### config.mk
export PLATFORM = sky130hd
export DESIGN_NAME = bg_starfield_parallax
export DESIGN_NICKNAME = d
export VERILOG_FILES = /design/src/rtl/bg_pkg.sv /design/src/rtl/bg_star_layer.sv /design/src/rtl/bg_starfield_parallax.sv
export SDC_FILE = /design/constraint.sdc
export NUM_CORES = 1
export LEC_CHECK = 0
export ABC_CLOCK_PERIOD_IN_PS = 16400
export BUFFER_PORTS_ARGS = -buffer_cell sky130_fd_sc_hd__buf_4
export CAP_MARGIN = 20
export CORE_ASPECT_RATIO = 1.2
export CORE_MARGIN = 10
export CORE_UTILIZATION = 45
export CTS_BUF_LIST = sky130_fd_sc_hd__clkbuf_2
export DETAILED_ROUTE_END_ITERATION = 10
export SYNTH_ARGS = -nofsm -noshare
export SYNTH_HDL_FRONTEND = slang
export SYNTH_HIERARCHICAL = 1
export SYNTH_SLANG_ARGS = --single-unit
### constraint.sdc
create_clock -name clk -period 16.4 [get_ports clk]
set_clock_uncertainty 0.2 [all_clocks]
set_input_delay 1.64 -clock clk [delete_from_list [all_inputs] [get_ports clk]]
set_output_delay 1.64 -clock clk [all_outputs]
set_load 0.01 [all_outputs]
### src/rtl/bg_pkg.sv
// Shared types, palette and cell hash for the parallax starfield generator.
package bg_pkg;

  typedef logic [5:0] rgb222_t;

  localparam logic [15:0] HASH_MX = 16'h9E37;
  localparam logic [15:0] HASH_MY = 16'h85EB;
  localparam logic [15:0] HASH_ML = 16'h2F1D;

  // white 333, yellow 331, blue 123, red 310
  localparam rgb222_t PALETTE [0:3] = '{6'b11_11_11, 6'b11_11_01, 6'b01_10_11, 6'b11_01_00};

  function automatic logic [15:0] star_hash(input logic [10:0] cx, input logic [10:0] cy,
                                            input logic [1:0] layer);
    logic [15:0] h0;
    h0 = (16'(cx) * HASH_MX) ^ (16'(cy) * HASH_MY) ^ (16'(layer) * HASH_ML);
    return h0 ^ (h0 >> 7);
  endfunction

  function automatic rgb222_t dim(input rgb222_t c);
    return {1'b0, c[5], 1'b0, c[3], 1'b0, c[1]};
  endfunction

endpackage

### src/rtl/bg_star_layer.sv
// One parallax layer: scroll offset, cell/local coordinate stage and the
// combinational star test on the registered cell coordinates.
module bg_star_layer
  import bg_pkg::*;
#(
  parameter int         LAYER      = 0,
  parameter bit         NEAREST    = 1'b0,
  parameter int         CELL_LOG2  = 4,
  parameter logic [3:0] DENSITY    = 4'd5,
  parameter int         SPEED_BASE = 1,
  parameter bit         TWINKLE    = 1'b1
) (
  input  logic        clk,
  input  logic        rst_n,
  input  logic        tick,
  input  logic        bg_en,
  input  logic        scroll_dir,
  input  logic        video_active,
  input  logic [10:0] pix_x,
  input  logic [10:0] pix_y,
  input  logic [2:0]  phase,
  output logic        star,
  output rgb222_t     colour
);

  localparam int          CW   = 11 - CELL_LOG2;
  localparam logic [10:0] STEP = 11'((LAYER + 1) * SPEED_BASE);

  logic [10:0]          off;
  logic [10:0]          sx;
  logic [CW-1:0]        cx_q, cy_q;
  logic [CELL_LOG2-1:0] lx_q, ly_q;
  logic                 valid_q;
  logic [15:0]          h;
  rgb222_t              base;

  always_ff @(posedge clk or negedge rst_n) begin
    if (!rst_n) begin
      off <= '0;
    end else if (tick && bg_en) begin
      off <= scroll_dir ? off - STEP : off + STEP;
    end
  end

  assign sx = pix_x + off;

  always_ff @(posedge clk or negedge rst_n) begin
    if (!rst_n) begin
      cx_q    <= '0;
      cy_q    <= '0;
      lx_q    <= '0;
      ly_q    <= '0;
      valid_q <= 1'b0;
    end else begin
      cx_q    <= sx[10:CELL_LOG2];
      cy_q    <= pix_y[10:CELL_LOG2];
      lx_q    <= sx[CELL_LOG2-1:0];
      ly_q    <= pix_y[CELL_LOG2-1:0];
      valid_q <= video_active && bg_en;
    end
  end

  // Phase is the live register, so a tick at the stage-1 edge already counts.
  always_comb begin
    h      = star_hash(11'(cx_q), 11'(cy_q), 2'(LAYER));
    star   = valid_q && (h[15:12] < DENSITY) && (lx_q == h[CELL_LOG2-1:0]) &&
             (ly_q == h[CELL_LOG2+3:4]) && !(TWINKLE && (h[11:9] == phase));
    base   = PALETTE[h[9:8]];
    colour = NEAREST ? base : dim(base);
  end

endmodule

### src/rtl/bg_starfield_parallax.sv
// Multi-layer hashed starfield: frame tick, twinkle phase, layer priority merge
// and registered RGB222 output, two clocks after the pixel coordinates.
module bg_starfield_parallax
  import bg_pkg::*;
#(
  parameter int         NUM_LAYERS = 3,
  parameter int         CELL_LOG2  = 4,
  parameter logic [3:0] DENSITY    = 4'd5,
  parameter int         SPEED_BASE = 1,
  parameter bit         VSYNC_POL  = 1'b1,
  parameter bit         TWINKLE    = 1'b1
) (
  input  logic        clk,
  input  logic        rst_n,
  input  logic        bg_en,
  input  logic        scroll_dir,
  input  logic        video_active,
  input  logic [10:0] pix_x,
  input  logic [10:0] pix_y,
  input  logic        vsync,
  output logic [1:0]  R,
  output logic [1:0]  G,
  output logic [1:0]  B
);

  logic                  vsync_d;
  logic                  tick;
  logic [2:0]            phase;
  logic [NUM_LAYERS-1:0] star;
  rgb222_t               colour [NUM_LAYERS];
  rgb222_t               pix_c;

  assign tick = (vsync == VSYNC_POL) && (vsync_d != VSYNC_POL);

  always_ff @(posedge clk or negedge rst_n) begin
    if (!rst_n) begin
      vsync_d <= !VSYNC_POL;
      phase   <= '0;
    end else begin
      vsync_d <= vsync;
      if (tick && bg_en) phase <= phase + 3'd1;
    end
  end

  for (genvar l = 0; l < NUM_LAYERS; l++) begin : g_layer
    bg_star_layer #(
      .LAYER      (l),
      .NEAREST    (l == NUM_LAYERS - 1),
      .CELL_LOG2  (CELL_LOG2),
      .DENSITY    (DENSITY),
      .SPEED_BASE (SPEED_BASE),
      .TWINKLE    (TWINKLE)
    ) u_layer (
      .clk          (clk),
      .rst_n        (rst_n),
      .tick         (tick),
      .bg_en        (bg_en),
      .scroll_dir   (scroll_dir),
      .video_active (video_active),
      .pix_x        (pix_x),
      .pix_y        (pix_y),
      .phase        (phase),
      .star         (star[l]),
      .colour       (colour[l])
    );
  end

  // Later (nearer) layers overwrite earlier ones.
  always_comb begin
    pix_c = '0;
    for (int l = 0; l < NUM_LAYERS; l++) begin
      if (star[l]) pix_c = colour[l];
    end
  end

  always_ff @(posedge clk or negedge rst_n) begin
    if (!rst_n) begin
      {R, G, B} <= '0;
    end else begin
      {R, G, B} <= pix_c;
    end
  end

endmodule

==> results.md, run 1 <==
### Setup path
* maximum fanout encountered on the critical timing path: 12
* Required @ worst endpoint: 16.78 ns
* arrival time at the worst endpoint: 6.09 ns
* Setup Crit Path Kind: register to register
* worst-case reg-to-reg path depth: 17
* endpoint type of the worst setup path: register
* Critical Path Start Type: register

### STA
* final period demand of the worst path: 5.70 ns
* count of final max-slew check failures: 0
* Final setup violation count: 0
* share of the clock period used by the worst path: 34.8%
* unrepaired setup endpoints after global routing: false
* final number of hold-violating endpoints: 0
* Hold Slack: 0.314 ns
* Fmax achieved: 175 MHz
* Slew HR: 39.1%
* Worst Max-Slew Pin Slew: 0.913 ns
* setup TNS: 0 ns

### Detailed routing
* routed length per instance: 15.6 um
* post-route DRC violation count: 0
* total iterations of the first detailed-routing run: 5
* wire length reported by the detailed router: 33300 um
* violation count after the first detailed-route iteration: 387
* total number of vias: 10682
* antenna violation net count after detailed routing: 0
* detailed-route vias per instance: 4.98

### Clocking
* Clk Latency, worst-skew pair: 0.68 ns
* CTS buffer count: 9
* buffers inserted by post-CTS timing repair: 0
* total of cells resized after clock tree synthesis: 0
* number of hold-repair buffers added at the cts stage: 0
* clock sinks: 111
* clock buffer depth: 2
* number of levels the H-tree was split into: 3
* clock edge transition at the registers on the reported setup and hold paths: 0.33 ns
* clock root buffer master: clkbuf_2
* clock tree from TritonCTS: yes

### Run
* MaxCap Viol Count: 0

### Synthesis
* library cells used by synthesis: 79
* EDFF count, synth: 0
* Syn Area/Cell: 9.53 um^2
* post-synthesis register bit count: 111
* most frequently used flop master after synthesis: dfrtp_1
* register area share after synthesis: 17.7%
* synthesized netlist cell count: 1649
* post-synthesis cell area: 15700 um^2
* share of synthesized registers carrying an async set or reset: 100%
* yosys synthesis warning count: 6

### GRT
* met1 global-route usage: 21.7%
* Most Used Layer, Global Route: met2
* total overflow reported by the global router: 0
* met3 track utilization from global routing: 2.11%
* met2 Use GR: 27.1%
* vias in the first global route: 11315
* global-route usage over all layers: 16.3%
* initial antenna violation count: 1
* wire length of the first global-routing pass: 56600 um
* maximum number of pins on one net before global-route repair: 72

### Die
* number of core rows: 74
* number of top-level design ports: 34
* horizontal die dimension: 191 um
* area of the die: 42800 um^2
* Initial Util: 45.9%
* height of the chip: 225 um
* Core Footprint: 34300 um^2

### Layout
* relative area change from synthesis to final layout: 5.53%
* post-route cell area: 16600 um^2
* fraction of final layout cells sized beyond drive strength 1: 4.80%
* final non-filler cell total: 2144
* final-stage net count: 2123

### Placed design
* Cells after DPL: 2127
* input/output buffers: 33
* placer's final routability congestion estimate: 0.872
* dpl hpwl: 29200 um
* area post-placement: 16500 um^2

### Worst hold path
* number of cells on the worst hold path: 1
* min-delay worst type: register to register

### Status
* run status: complete, no violations

[synth_stat cells (all sizes together), types with 4 or more instances]
cell	instances	share of area, %
or2	7	0.28
o211ai	4	0.19
fa	129	16
nand2b	10	0.40
o2111a	4	0.29
a21boi	11	0.53
a21o	29	1.4
dfrtp	111	18
nand2	67	1.6
or3	4	0.16
a21oi	75	2.4
and3	6	0.24
inv	346	8.3
a211oi	8	0.41
o21a	9	0.43
o21bai	7	0.33
xor2	55	3.1
nor3b	8	0.38
nand3b	11	0.61
nor2	50	1.2
nor2b	13	0.52
o21ai	61	2.0
buf	11	0.49
a211o	4	0.22
nand3	18	0.57
ha	284	23
nor3	23	0.73
o31ai	14	0.67
and2	8	0.32
xnor2	184	10
nor4	4	0.20
a31oi	11	0.67
xnor3	5	0.72
clkbuf	5	0.12
[placed cells by master, fill, tap and decap left out, types with 7 or more instances in the layout]
master and instances:
dfrtp_1 111, clkbuf_2 9, a31oi_1 8, nand3_1 18, nand3b_1 10, xor2_1 55
nor3_1 23, o31ai_1 14, fa_1 129, and2_1 8, or2_2 7, a211oi_1 7
o21ai_1 7, o21ai_0 53, xnor2_1 181, o21bai_1 7, ha_1 284, a21o_1 28
o21a_1 9, buf_4 34, a21boi_0 10, a21oi_1 74, nand2b_1 10, conb_1 7
nand2_1 67, nor2_1 50, inv_1 346, nor3b_1 8, nor2b_1 13
[state kept, by name (all words and copies together), names as in the netlist]
| register | count |
|---|---|
| vsync_d | 1 |
| g_layer.u_layer/cy_q | 21 |
| g_layer.u_layer/ly_q | 12 |
| g_layer.u_layer/cx_q | 21 |
| B | 2 |
| g_layer.u_layer/lx_q | 12 |
| phase | 3 |
| g_layer.u_layer/valid_q | 3 |
| g_layer.u_layer/off | 32 |
| R | 2 |
| G | 2 |
[worst max-delay path: stages (launching register included)]
cell and delay, ns:
dfrtp_1 0.54, fa_1 0.59, inv_1 0.07, fa_1 0.52
inv_1 0.05, fa_1 0.47, ha_1 0.31, ha_1 0.38
a21oi_1 0.24, a21oi_1 0.12, a2111oi_2 0.41, xnor3_1 0.51
xnor2_1 0.17, nand4_1 0.10, nor4_1 0.20, o2111a_1 0.46
a21oi_1 0.12, a21oi_1 0.15
[area by class of cell]
type | count | area [um^2]
Inverter | 346 | 1300
Fill cell | 3286 | 17700
Antenna cell | 1 | 2.50
Clock inverter | 7 | 76.3
Tap cell | 456 | 571
Timing Repair Buffer | 34 | 255
Sequential cell | 111 | 2780
Multi-Input combinational cell | 1180 | 11600
Clock buffer | 9 | 45.0
[stage by stage]
step           worst slack [ns]  util, %
3_5_place_dp              10.83     48.0
4_1_cts                   10.70     48.4
5_1_grt                   10.29     48.4
6_report                  10.70     48.4
2_1_floorplan             11.18        -
3_3_place_gp              10.86     48.0
[logic make-up after synthesis]
kind of cell	synth area share, %
fa+ha+maj	39.1
mux	0.239
other cells	0.0717
xor+xnor	14.4
simple gates	8.24
flops	17.7
buf+inv	8.88
compound gates	11.4
[routing by layer]
metal | vias up | part of all wire, %
li1 | 5450 | -
met1 | 5050 | 48
met2 | 139 | 47
met3 | 43 | 2.9
met4 | 0 | 2.4
met5 | - | 0
[worst paths after layout]
check                                              to                       start  slack, ns
max                                              G[0]  g_layer[1].u_layer/cx_q[4]      10.70
min                        g_layer[2].u_layer/off[10]  g_layer[2].u_layer/off[10]       0.31
max reg2reg                                      G[0]  g_layer[1].u_layer/cx_q[4]      10.70
min reg2reg                g_layer[2].u_layer/off[10]  g_layer[2].u_layer/off[10]       0.31
max in group asynchronous  g_layer[1].u_layer/ly_q[0]                       rst_n      13.95
min in group asynchronous   g_layer[2].u_layer/off[9]                       rst_n       0.69
Power of run 1 is not shown: default switching activity piles up to over one toggle a cycle in this logic, so the estimate is an artifact.
==> run 2: changes to the inputs <==
- ABC_CLOCK_PERIOD_IN_PS: 16400 -> 5500
- clock period: 16.4 -> 5.5 ns (I/O delays scaled with it)
==> results.md, run 2 (synthesized netlist as in run 1, its figures left out) <==
### Status
* run status: complete, no violations

### Layout
* largest registers ranked by flip-flop count: g_layer.u_layer/off (32), g_layer.u_layer/cx_q (21), g_layer.u_layer/cy_q (21)
* final-stage net count: 2166, +2.0%
* register containing the most flip-flops in the final layout: g_layer.u_layer/off
* Storage cell area: 2790 um^2, +0.32%
* max reg flops: 32, unchanged
* relative area change from synthesis to final layout: 9.00%
* fraction of final layout cells sized beyond drive strength 1: 7.92%, +3.1 points
* most frequent cells in the layout: inv_1, ha_1, xnor2_1
* area of combinational cells with multiple inputs: 11700 um^2, +1.5%
* share of the core filled with cells: 50.0%, +1.6 points
* commonest non-fill, non-tap cell in the layout: inv_1
* number of fillers in the final layout: 3192, -2.9%

### Clocking
* clock buffer depth: 2, unchanged
* clock sinks: 111, unchanged
* clock root buffer master: clkbuf_2
* clock edge transition at the registers on the reported setup and hold paths: 0.37 ns, +0.04 ns
* Clk Latency, worst-skew pair: 0.69 ns, about the same
* clock tree from TritonCTS: yes
* number of levels the H-tree was split into: 3, unchanged
* CTS buffer count: 9, unchanged

### GRT
* maximum number of pins on one net before global-route repair: 68, -5.6%
* initial antenna violation count: 1, unchanged
* Most Used Layer, Global Route: met2
* met2 Use GR: 27.7%, +0.65 points
* wire length of the first global-routing pass: 56600 um, about the same
* vias in the first global route: 11426, +0.98%
* global-route usage over all layers: 16.2%, -0.10 points
* met3 track utilization from global routing: 1.87%, -0.23 points
* total overflow reported by the global router: 0, unchanged
* met1 global-route usage: 21.2%, -0.48 points

### STA
* Worst Max-Slew Pin Slew: 0.914 ns, +0.00115 ns
* Hold Slack: 0.0590 ns, -0.255 ns
* final period demand of the worst path: 5.33 ns, -0.374 ns
* final number of hold-violating endpoints: 0, unchanged
* share of the clock period used by the worst path: 96.9%, +62 points
* Fmax achieved: 188 MHz, +7.0%
* count of final max-slew check failures: 0, unchanged
* Worst Setup Slack, final: 0.171 ns, -10.53 ns
* Slew HR: 39.1%, -0.077 points
* Final setup violation count: 0, unchanged
* unrepaired setup endpoints after global routing: true
* setup TNS: 0 ns, unchanged

### Setup path
* Setup Crit Path Kind: register to register
* arrival time at the worst endpoint: 5.72 ns, -0.37 ns
* endpoint type of the worst setup path: register
* Required @ worst endpoint: 5.89 ns, -10.89 ns
* maximum fanout encountered on the critical timing path: 6, -6
* Critical Path Start Type: register

### Placed design
* dpl hpwl: 29000 um, -0.54%
* placer's final routability congestion estimate: 0.842, -3.4%
* dpl ws: -0.0535 ns, -10.89 ns
* input/output buffers: 33, unchanged

### Detailed routing
* total number of vias: 10825, +1.3%
* antenna violation net count after detailed routing: 0, unchanged
* total iterations of the first detailed-routing run: 4, -1
* wire length reported by the detailed router: 33800 um, +1.2%
* violation count after the first detailed-route iteration: 355, -8.3%
* routed length per instance: 15.4 um, -0.75%
* detailed-route vias per instance: 4.95, -0.65%
* post-route DRC violation count: 0, unchanged

### Die
* Initial Util: 45.9%, unchanged
* area of the die: 42800 um^2, unchanged
* height of the chip: 225 um, unchanged
* Core Footprint: 34300 um^2, unchanged
* number of core rows: 74, unchanged
* horizontal die dimension: 191 um, unchanged
* number of top-level design ports: 34, unchanged

### Worst hold path
* min-delay worst type: primary input to register

### Run
* MaxCap Viol Count: 0, unchanged

==> run 2: changes by cell type in the layout (fill, tap and decap cells not counted), moves of 4 or more <==
cell,before,now
dfrtp_1,111,104
xnor2_1,181,177
dfrtp_2,0,7
o2111a_2,0,4
ha_1,284,279
xnor2_2,2,6
ha_4,0,4
dlygate4sd3_1,0,18
buf_4,34,58
==> run 2: what timing repair did <==
| action | in CTS | in global routing |
|---|---|---|
| cloned | 1 | 0 |
| setup endpoints to repair | 6 | 6 |
| hold endpoints to repair | 110 | 0 |
| gates resized for setup | 6 | 30 |
| hold buffers | 18 | 0 |
| pin swaps | 2 | 21 |
| setup buffers | 1 | 11 |
==> run 2: worst paths after layout <==
kind / from / endpoint / slack, ns / cells after the start
max: g_layer[2].u_layer/cy_q[2] / B[0] / 0.17 / 17
min: pix_x[4] / g_layer[1].u_layer/cx_q[0] / 0.06 / 3
max reg2reg: g_layer[2].u_layer/cy_q[2] / B[0] / 0.17 / 17
min reg2reg: g_layer[2].u_layer/off[10] / g_layer[2].u_layer/off[10] / 0.30 / 1
max in group asynchronous: rst_n / g_layer[2].u_layer/off[1] / 3.67 / 3
min in group asynchronous: rst_n / g_layer[1].u_layer/off[5] / 0.26 / 2
==> run 2: metal layers <==
metal  routed length, um  up-vias
met3                 802       37
met2               16300      111
li1                    -     5548
met4                 649        0
met1               16000     5129
met5                   0        -
==> run 2: final cells by class <==
type	instances	share of cell area, %
Antenna cell	1	0.0146
Clock buffer	9	0.263
Clock inverter	7	0.460
Inverter	346	7.58
Multi-Input combinational cell	1181	68.5
Sequential cell	111	16.3
Tap cell	456	3.33
Timing Repair Buffer	76	3.60
==> run 2: through the flow <==
stage,instance area [um^2],std cells
floorplan,15700,1653
global placement,16500,2139
detailed placement,16500,2139
CTS,16900,2175
global route,17100,2187
finish,17100,2187
==> run 2: critical path: stages (launching register included) <==
cell      delay [ns]
dfrtp_2         0.52
inv_2           0.06
fa_1            0.57
fa_1            0.44
fa_1            0.50
inv_1           0.06
fa_1            0.50
ha_4            0.31
nand4_1         0.10
o221a_4         0.26
xnor2_2         0.15
xnor2_2         0.16
xnor2_1         0.14
or4b_4          0.53
nor4_4          0.27
o2111a_2        0.32
nor2b_2         0.16
a21oi_1         0.05
Power of run 2 is left out for the same reason.
